===== src/rtl/uart_packet_decoder.sv =====
// rtl/uart_packet_decoder.sv - decodes UART position packets into per-player outputs
// Defining UART_DEC_STATS_EN adds saturating pkt_ok_cnt / pkt_err_cnt outputs.
module uart_packet_decoder #(
   parameter int NUM_PLAYERS = 2,
   parameter int COORD_W     = 8,
   parameter int TIMEOUT_CYC = 100000
) (
   input  logic                           clk,
   input  logic                           rst,
   input  logic [7:0]                     read_data,
   input  logic                           rx_empty,
   output logic                           rd_uart,
   output logic [NUM_PLAYERS*COORD_W-1:0] pos_x,
   output logic [NUM_PLAYERS*COORD_W-1:0] pos_y,
   output logic [NUM_PLAYERS-1:0]         collision,
   output logic                           upd_valid,
   output logic [3:0]                     upd_player,
   output logic                           frame_err
`ifdef UART_DEC_STATS_EN
   ,
   output logic [15:0]                    pkt_ok_cnt,
   output logic [15:0]                    pkt_err_cnt
`endif
);

   localparam int NB = COORD_W / 8;
   localparam int PW = NUM_PLAYERS * COORD_W;
   localparam int TW = $clog2(TIMEOUT_CYC + 1);
   localparam logic [1:0]    LAST_B   = 2'(NB - 1);
   localparam logic [TW-1:0] TMO_LAST = TW'(TIMEOUT_CYC - 1);

   typedef enum logic [2:0] {IDLE, X, Y, FLAGS, CSUM} state_t;

   state_t                 state_q, state_d;
   logic [1:0]             byte_cnt_q, byte_cnt_d;
   logic [TW-1:0]          tmo_cnt_q, tmo_cnt_d;
   logic [3:0]             idx_q, idx_d;
   logic [COORD_W-1:0]     x_sh_q, x_sh_d, y_sh_q, y_sh_d;
   logic                   col_sh_q, col_sh_d;
   logic [7:0]             csum_q, csum_d;
   logic                   rd_uart_q, rd_uart_d;
   logic [PW-1:0]          pos_x_q, pos_x_d, pos_y_q, pos_y_d;
   logic [NUM_PLAYERS-1:0] coll_q, coll_d;
   logic                   upd_valid_q, upd_valid_d;
   logic [3:0]             upd_player_q, upd_player_d;
   logic                   frame_err_q, frame_err_d;
   logic                   take;
   logic                   clear_sh;

   always_comb begin
      take         = !rx_empty && !rd_uart_q;
      state_d      = state_q;
      byte_cnt_d   = byte_cnt_q;
      tmo_cnt_d    = tmo_cnt_q;
      idx_d        = idx_q;
      x_sh_d       = x_sh_q;
      y_sh_d       = y_sh_q;
      col_sh_d     = col_sh_q;
      csum_d       = csum_q;
      pos_x_d      = pos_x_q;
      pos_y_d      = pos_y_q;
      coll_d       = coll_q;
      upd_player_d = upd_player_q;
      rd_uart_d    = take;
      upd_valid_d  = 1'b0;
      frame_err_d  = 1'b0;
      clear_sh     = 1'b0;

      if (state_q == IDLE || take) begin
         tmo_cnt_d = '0;
      end else if (tmo_cnt_q >= TMO_LAST) begin
         tmo_cnt_d   = '0;
         frame_err_d = 1'b1;
         state_d     = IDLE;
         clear_sh    = 1'b1;
      end else begin
         tmo_cnt_d = tmo_cnt_q + 1'b1;
      end

      if (take) begin
         csum_d = csum_q ^ read_data;
         case (state_q)
            IDLE: begin
               // only a header byte starts a packet; the accumulator restarts from it
               if (read_data[7:4] == 4'hA) begin
                  idx_d      = read_data[3:0];
                  csum_d     = read_data;
                  byte_cnt_d = '0;
                  state_d    = X;
               end else begin
                  csum_d = '0;
               end
            end
            X: begin
               x_sh_d = COORD_W'({x_sh_q, read_data});
               if (byte_cnt_q == LAST_B) begin
                  byte_cnt_d = '0;
                  state_d    = Y;
               end else begin
                  byte_cnt_d = byte_cnt_q + 2'd1;
               end
            end
            Y: begin
               y_sh_d = COORD_W'({y_sh_q, read_data});
               if (byte_cnt_q == LAST_B) begin
                  byte_cnt_d = '0;
                  state_d    = FLAGS;
               end else begin
                  byte_cnt_d = byte_cnt_q + 2'd1;
               end
            end
            FLAGS: begin
               col_sh_d = read_data[0];
               state_d  = CSUM;
            end
            CSUM: begin
               state_d  = IDLE;
               clear_sh = 1'b1;
               if (read_data == csum_q && idx_q < 4'(NUM_PLAYERS)) begin
                  for (int p = 0; p < NUM_PLAYERS; p++) begin
                     if (idx_q == 4'(p)) begin
                        pos_x_d[p*COORD_W +: COORD_W] = x_sh_q;
                        pos_y_d[p*COORD_W +: COORD_W] = y_sh_q;
                        coll_d[p]                     = col_sh_q;
                     end
                  end
                  upd_player_d = idx_q;
                  upd_valid_d  = 1'b1;
               end else begin
                  frame_err_d = 1'b1;
               end
            end
            default: state_d = IDLE;
         endcase
      end

      if (clear_sh) begin
         idx_d      = '0;
         x_sh_d     = '0;
         y_sh_d     = '0;
         col_sh_d   = 1'b0;
         csum_d     = '0;
         byte_cnt_d = '0;
      end
   end

   always_ff @(posedge clk) begin
      if (rst) begin
         state_q      <= IDLE;
         byte_cnt_q   <= '0;
         tmo_cnt_q    <= '0;
         idx_q        <= '0;
         x_sh_q       <= '0;
         y_sh_q       <= '0;
         col_sh_q     <= 1'b0;
         csum_q       <= '0;
         rd_uart_q    <= 1'b0;
         pos_x_q      <= '0;
         pos_y_q      <= '0;
         coll_q       <= '0;
         upd_valid_q  <= 1'b0;
         upd_player_q <= '0;
         frame_err_q  <= 1'b0;
      end else begin
         state_q      <= state_d;
         byte_cnt_q   <= byte_cnt_d;
         tmo_cnt_q    <= tmo_cnt_d;
         idx_q        <= idx_d;
         x_sh_q       <= x_sh_d;
         y_sh_q       <= y_sh_d;
         col_sh_q     <= col_sh_d;
         csum_q       <= csum_d;
         rd_uart_q    <= rd_uart_d;
         pos_x_q      <= pos_x_d;
         pos_y_q      <= pos_y_d;
         coll_q       <= coll_d;
         upd_valid_q  <= upd_valid_d;
         upd_player_q <= upd_player_d;
         frame_err_q  <= frame_err_d;
      end
   end

   assign rd_uart    = rd_uart_q;
   assign pos_x      = pos_x_q;
   assign pos_y      = pos_y_q;
   assign collision  = coll_q;
   assign upd_valid  = upd_valid_q;
   assign upd_player = upd_player_q;
   assign frame_err  = frame_err_q;

`ifdef UART_DEC_STATS_EN
   logic [15:0] pkt_ok_q, pkt_ok_d, pkt_err_q, pkt_err_d;

   always_comb begin
      pkt_ok_d  = pkt_ok_q;
      pkt_err_d = pkt_err_q;
      if (upd_valid_q && pkt_ok_q != 16'hFFFF)
         pkt_ok_d = pkt_ok_q + 16'd1;
      if (frame_err_q && pkt_err_q != 16'hFFFF)
         pkt_err_d = pkt_err_q + 16'd1;
   end

   always_ff @(posedge clk) begin
      if (rst) begin
         pkt_ok_q  <= '0;
         pkt_err_q <= '0;
      end else begin
         pkt_ok_q  <= pkt_ok_d;
         pkt_err_q <= pkt_err_d;
      end
   end

   assign pkt_ok_cnt  = pkt_ok_q;
   assign pkt_err_cnt = pkt_err_q;
`endif

endmodule


===== config.mk =====
export PLATFORM = sky130hd
export DESIGN_NAME = uart_packet_decoder
export DESIGN_NICKNAME = d
export VERILOG_FILES = /design/src/rtl/uart_packet_decoder.sv
export SDC_FILE = /design/constraint.sdc
export NUM_CORES = 1
export LEC_CHECK = 0
export ABC_AREA = 1
export CAP_MARGIN = 30
export CORE_MARGIN = 4
export CORE_UTILIZATION = 45
export DETAILED_ROUTE_END_ITERATION = 10
export GPL_TIMING_DRIVEN = 0
export PLACE_DENSITY = 0.69
export SYNTH_ARGS = -nofsm -noshare
export SYNTH_HDL_FRONTEND = slang
export SYNTH_SLANG_ARGS = --single-unit
export TNS_END_PERCENT = 50

===== constraint.sdc =====
create_clock -name clk -period 1.4 [get_ports clk]
set_input_delay 0.14 -clock clk [delete_from_list [all_inputs] [get_ports clk]]
set_output_delay 0.14 -clock clk [all_outputs]
set_load 0.05 [all_outputs]

-- Yosys cells after proc, flatten, opt, wreduce, memory -nomap -nowiden
Index checks and enable logic that the tools add are counted.
- register bits: 92
- bits in latches: 0
- memory bits (writable): 0
- bits in read-only memories: 0
- input bits: 11
- output and inout port bits: 41
- word-level logic and storage cells: 74
- memories: 0
- add/sub/neg operators: 2
- $mul: 0
- div/mod/pow operators: 0
- $lt $le $gt $ge: 2
- equality and inequality tests: 8
- shifts and indexed selects: 0
- mux-type cells: 20
- bitwise operators: 3
- reduce and logical (&&, ||, !) cells: 21
- operators with widths (cell ; count):
    $mux W3 ; 6
    $add A17 B1 Y17 const B ; 1
    $ge A17 B17 Y1 const B ; 1
    $mux W8 ; 2
    $pmux W3 S4 ; 1
    $reduce_and A3 Y1 ; 3
    $eq A8 B8 Y1 ; 1
    $mux W1 ; 8
    $reduce_and A4 Y1 ; 2
    $xor A8 B8 Y8 ; 1
    $eq A3 B2 Y1 const B ; 2
    $reduce_and A2 Y1 ; 3
    $reduce_or A3 Y1 ; 2
    $eq A4 B1 Y1 const B ; 1
    $eq A4 B4 Y1 const B ; 1
    $logic_not A4 Y1 ; 1
    $lt A4 B2 Y1 const B ; 1
    $mux W2 ; 2
    $pmux W2 S2 ; 1
    $reduce_or A2 Y1 ; 2
    $eq A3 B1 Y1 const B ; 1
    $eq A3 B3 Y1 const B ; 1
    $logic_not A3 Y1 ; 1
    $add A2 B1 Y2 const B ; 1
    other kinds (7) ; 10

-- Depth between registers and ports, before layout
- depth after elaboration: 7
- gate-level depth with buffers: 11
- depth with buffers taken out: 11

-- Worst setup path before layout
Ideal clock, no wire load.
- kind: reg2reg
- from: register rd_uart_q, in the netlist rd_uart
- to: register coll_q[1], in the netlist collision[1]
- setup time: 0.064 ns
- data arrival time: 1.570 ns
- data required time: 1.336 ns
- setup slack: -0.234 ns
- stages on the path, launching flop included: 9
- path buffers: 1
- clock period less this slack: 1.634 ns
- cells stage by stage: dfxtp_1 > nor2_4 > inv_2 > nor2_2 > nand4_4 > nor2_4 > buf_6 > nor2_1 > nor2_1
- cells in the longest elaborated chain, start to end: 3
- RTL lines (what ; line ; RTL):
    from (decl) ; 41 ; logic rd_uart_q, rd_uart_d;
    from (signal assigned) ; 173 ; rd_uart_q <= rd_uart_d;
    $logic_not A1 Y1 ; 51 ; take = !rx_empty && !rd_uart_q;
    $logic_and A1 B1 Y1 ; 51 ;
    $reduce_and A4 Y1 (no source line) ; -- ;
    to (signal assigned) ; 176 ; coll_q <= coll_d;
    to (decl) ; 43 ; logic [NUM_PLAYERS-1:0] coll_q, coll_d;
No other way between the ends.
A chain may end at the register's enable or synchronous reset.

-- Worst setup path in the final report
- from: register csum_q[7]
- to: register pos_y_q[15], in the netlist pos_y[15]
- cells in the longest elaborated chain, start to end: 3
- RTL lines (what ; line ; RTL):
    from (decl) ; 40 ; logic [7:0] csum_q, csum_d;
    from (signal assigned) ; 172 ; csum_q <= csum_d;
    $eq A8 B8 Y1 ; 119 ; if (read_data == csum_q && idx_q < 4'(NUM_PLAYERS)) begin
    $logic_and A1 B1 Y1 ; 119 ;
    $reduce_and A4 Y1 (no source line) ; -- ;
    to (signal assigned) ; 175 ; pos_y_q <= pos_y_d;
    to (decl) ; 42 ; logic [PW-1:0] pos_x_q, pos_x_d, pos_y_q, pos_y_d;
No other way between the ends.

==> impl_metrics.json <==
{
  "cts_root_buf": "clkbuf_8",
  "power.leakage_uw": 0.002308,
  "rsz0062_at_grt": "true",
  "crit_arrival_ns": 1.79,
  "critPathKind": "reg2reg",
  "period_needed_ns": 1.537,
  "grt.overflow.total": 0,
  "coreArea_sq_um": 8806,
  "vdd_ir_drop_max_mv": 0.4681,
  "path_clk_slew_ns": 0.09,
  "cts_buffer_depth": 2,
  "syn-cell-area_sq_um": 4126,
  "syn_nets": 595,
  "portBuffers": 50,
  "cp_max_fo": 7,
  "final_layout_size_suffix_gt1_share_pct": 28.26,
  "avgSynthCellArea_sq_um": 7.102,
  "insertedDiodeCount": 0,
  "start_util_pct": 46.86,
  "fin_crit_sh_pct": 109.8,
  "postCtsHoldBufs": 0,
  "layout_setup_ws_ns": -0.1373,
  "yosysUniqueCellTypes": 29,
  "dpl.cell_count": 739,
  "vias": 4162,
  "crit_path_start_kind": "flop",
  "nNetsFinal": 692,
  "ys_seq_area_share_pct": 44.63,
  "skew_ns": 0.01513,
  "post-dp-hpwl_mm": 7.307,
  "post_drt_wl_per_cell_um": 13.95,
  "powerDensity_nw_per_um2": 854.8,
  "routed_wl_mm": 11.04,
  "holdPathStages": 2,
  "r2r_end": "pos_y[15]$_SDFFE_PP0P_",
  "drc": 0,
  "cts-buffers-inserted": 9,
  "setup_tns_ns": -7.016,
  "io_pins": 52,
  "ys.flop_type": "dfxtp_1",
  "netlist_instances": 581,
  "grt_pass1_vias": 3894,
  "setup_viol": 86,
  "insertion_delay_ns": 0.36,
  "dp_slack_ns": -0.7228,
  "stdcell_count": 791,
  "area_delta_synth_final_pct": 37.23,
  "cts_tree": "done",
  "yosysTopAreaCell": "dfxtp_1",
  "r2r_start": "csum_q[7]$_SDFFE_PP0P_",
  "first_pass_iters": 6,
  "cts-htree-levels": 3,
  "clock_sinks": 92,
  "yosysWarnings": 0,
  "detail-route-antenna-nets": 0,
  "num_rows": 34,
  "outcome": "finished with violations",
  "maxSlewViolCount": 0,
  "via_per_inst": 5.262,
  "min_path_type": "in2reg",
  "critPathCaptureType": "flop",
  "worstRegToRegCells": 10,
  "grt_max_degree": 16,
  "grt_pass1_wl_mm": 17.60,
  "first_iter_violations": 263,
  "required_ns": 1.65,
  "holdCritStartpoint": "rst",
  "fp.dieH_um": 103.8,
  "synth_commonest_cells": "nand2_1 (118), nor2_1 (118), dfxtp_1 (92)",
  "synth.area.top_cells": "dfxtp_1 (45%), nand2_1 (11%), nor2_1 (11%), nand4_1 (6.4%), inv_1 (5.5%)",
  "place_congestion": 0.9207,
  "ys_async_sr_fraction_pct": 0,
  "reg2reg_slack_ns": -0.14,
  "violations": "negative setup slack",
  "slew_headroom_pct": 65.98,
  "cap_violations": 0,
  "final_core_util_pct": 64.31,
  "ys_seq_elements": 92,
  "antenna_found_initial": 0,
  "fmax_ghz": 0.6505,
  "die_area_sq_um": 10770,
  "whs_endpoint": "rd_uart$_SDFF_PP0_",
  "hold_viol_final": 0,
  "synth-edff-count": 0,
  "grt_usage_pct": 19.49,
  "die_w_um": 103.8,
  "yosysTopAreaCellShare_pct": 44.63,
  "worst_pin_slew_ns": 0.5103
}
## stage by stage
stage | hold WS [ns] | instance area (sq um) | total power (uW)
global route | 0.1888 | 5663 | 5046
CTS | 0.1726 | 5465 | 4849
detailed placement | 0.4285 | 4821 | 2996
global placement | 0.4183 | 4821 | 2991
floorplan | 0.2864 | 4185 | 2894
finish | 0.1833 | 5663 | 4840
## timing repair
action,4_1_cts,5_1_grt
pin swaps,37,25
endpoints found under the hold margin,0,0
resized for setup,122,114
setup buffers,26,5
endpoints found under the setup margin,128,123
gates cloned,4,2
## report_power, final
group	total [uW]	internal, uW	switching [uW]
logic	352	125	226
registers	2630	2620	15.4
clock network	1860	934	921
## layout by cell type (no fill, tap or decap), types with 5 or more instances in the layout
| cell | netlist | routed |
|---|---|---|
| inv_1 | 61 | 56 |
| nor3_1 | 11 | 6 |
| nor2_1 | 118 | 87 |
| o21ai_0 | 18 | 17 |
| clkdlybuf4s15_1 | 0 | 18 |
| clkbuf_8 | 0 | 11 |
| dfxtp_1 | 92 | 68 |
| nand2_4 | 0 | 5 |
| nand2_1 | 118 | 104 |
| dfxtp_4 | 0 | 8 |
| nand3_2 | 1 | 6 |
| nand4_1 | 42 | 42 |
| dfxtp_2 | 0 | 16 |
| buf_6 | 2 | 13 |
| clkbuf_1 | 8 | 6 |
| nor2_4 | 5 | 13 |
| inv_2 | 2 | 7 |
| nor3_2 | 0 | 5 |
| xor2_1 | 9 | 8 |
| a21oi_1 | 34 | 31 |
| nand2_2 | 1 | 10 |
| nand3_1 | 25 | 18 |
| dlygate4sd2_1 | 0 | 13 |
| nor2_2 | 2 | 25 |
| clkbuf_2 | 0 | 20 |
| buf_4 | 7 | 28 |
## worst max path at each step
stage,start,end,slack [ns],cells past startpoint
finish,csum_q[7]$_SDFFE_PP0P_,pos_y[15]$_SDFFE_PP0P_,-0.14,10
CTS,csum_q[0]$_SDFFE_PP0P_,pos_y[12]$_SDFFE_PP0P_,-0.12,10
global placement,read_data[0],pos_x[11]$_SDFFE_PP0P_,-0.71,9
global route,csum_q[1]$_SDFFE_PP0P_,pos_y[14]$_SDFFE_PP0P_,-0.20,8
floorplan,rd_uart$_SDFF_PP0_,collision[1]$_SDFFE_PP0P_,-0.05,8
detailed placement,read_data[0],pos_x[14]$_SDFFE_PP0P_,-0.72,9
## routing by layer
layer | track usage (%) | share of wire, % | wire, um | vias up
met5 | 0 | 0 | 0 | -
met4 | 5.033 | 1.1 | 122 | 0
met3 | 4.540 | 5.3 | 583 | 12
met2 | 33.74 | 50 | 5487 | 110
met1 | 24.48 | 44 | 4841 | 1982
li1 | - | - | - | 2058
## worst max-delay path, stage by stage, from the launching register on
cell	delay [ns]
dfxtp_1	0.39
xnor2_2	0.13
nand2_1	0.11
nor2_4	0.15
inv_2	0.07
nor2_4	0.11
buf_12	0.14
buf_6	0.11
nand4_1	0.07
nand2_1	0.11
nor2_1	0.05
## registers in the layout, summed over array words and instances (netlist names)
signal,flops
upd_player,4
byte_cnt_q,2
rd_uart,1
pos_x,16
csum_q,8
col_sh_q,1
state_q,3
x_sh_q,8
pos_y,16
tmo_cnt_q,17
idx_q,4
collision,2
frame_err,1
y_sh_q,8
upd_valid,1
## layout make-up
cell class,count,area [sq um]
Fill cell,763,3143
Multi-Input combinational cell,400,2206
Sequential cell,92,1892
Timing Repair Buffer,87,777.0
Inverter,64,244.0
Buffer,24,198.9
Clock buffer,12,155.1
Tap cell,108,135.1
Clock inverter,4,55.05
## logic make-up after synthesis
family	count (synthesis)	synth area share (%)
simple gates	326	35.08
flops	92	44.63
buf+inv	89	9.248
compound gates	56	6.944
xor+xnor	15	3.184
fa+ha+maj	3	0.9097
Power figures use the tool's default switching activity.
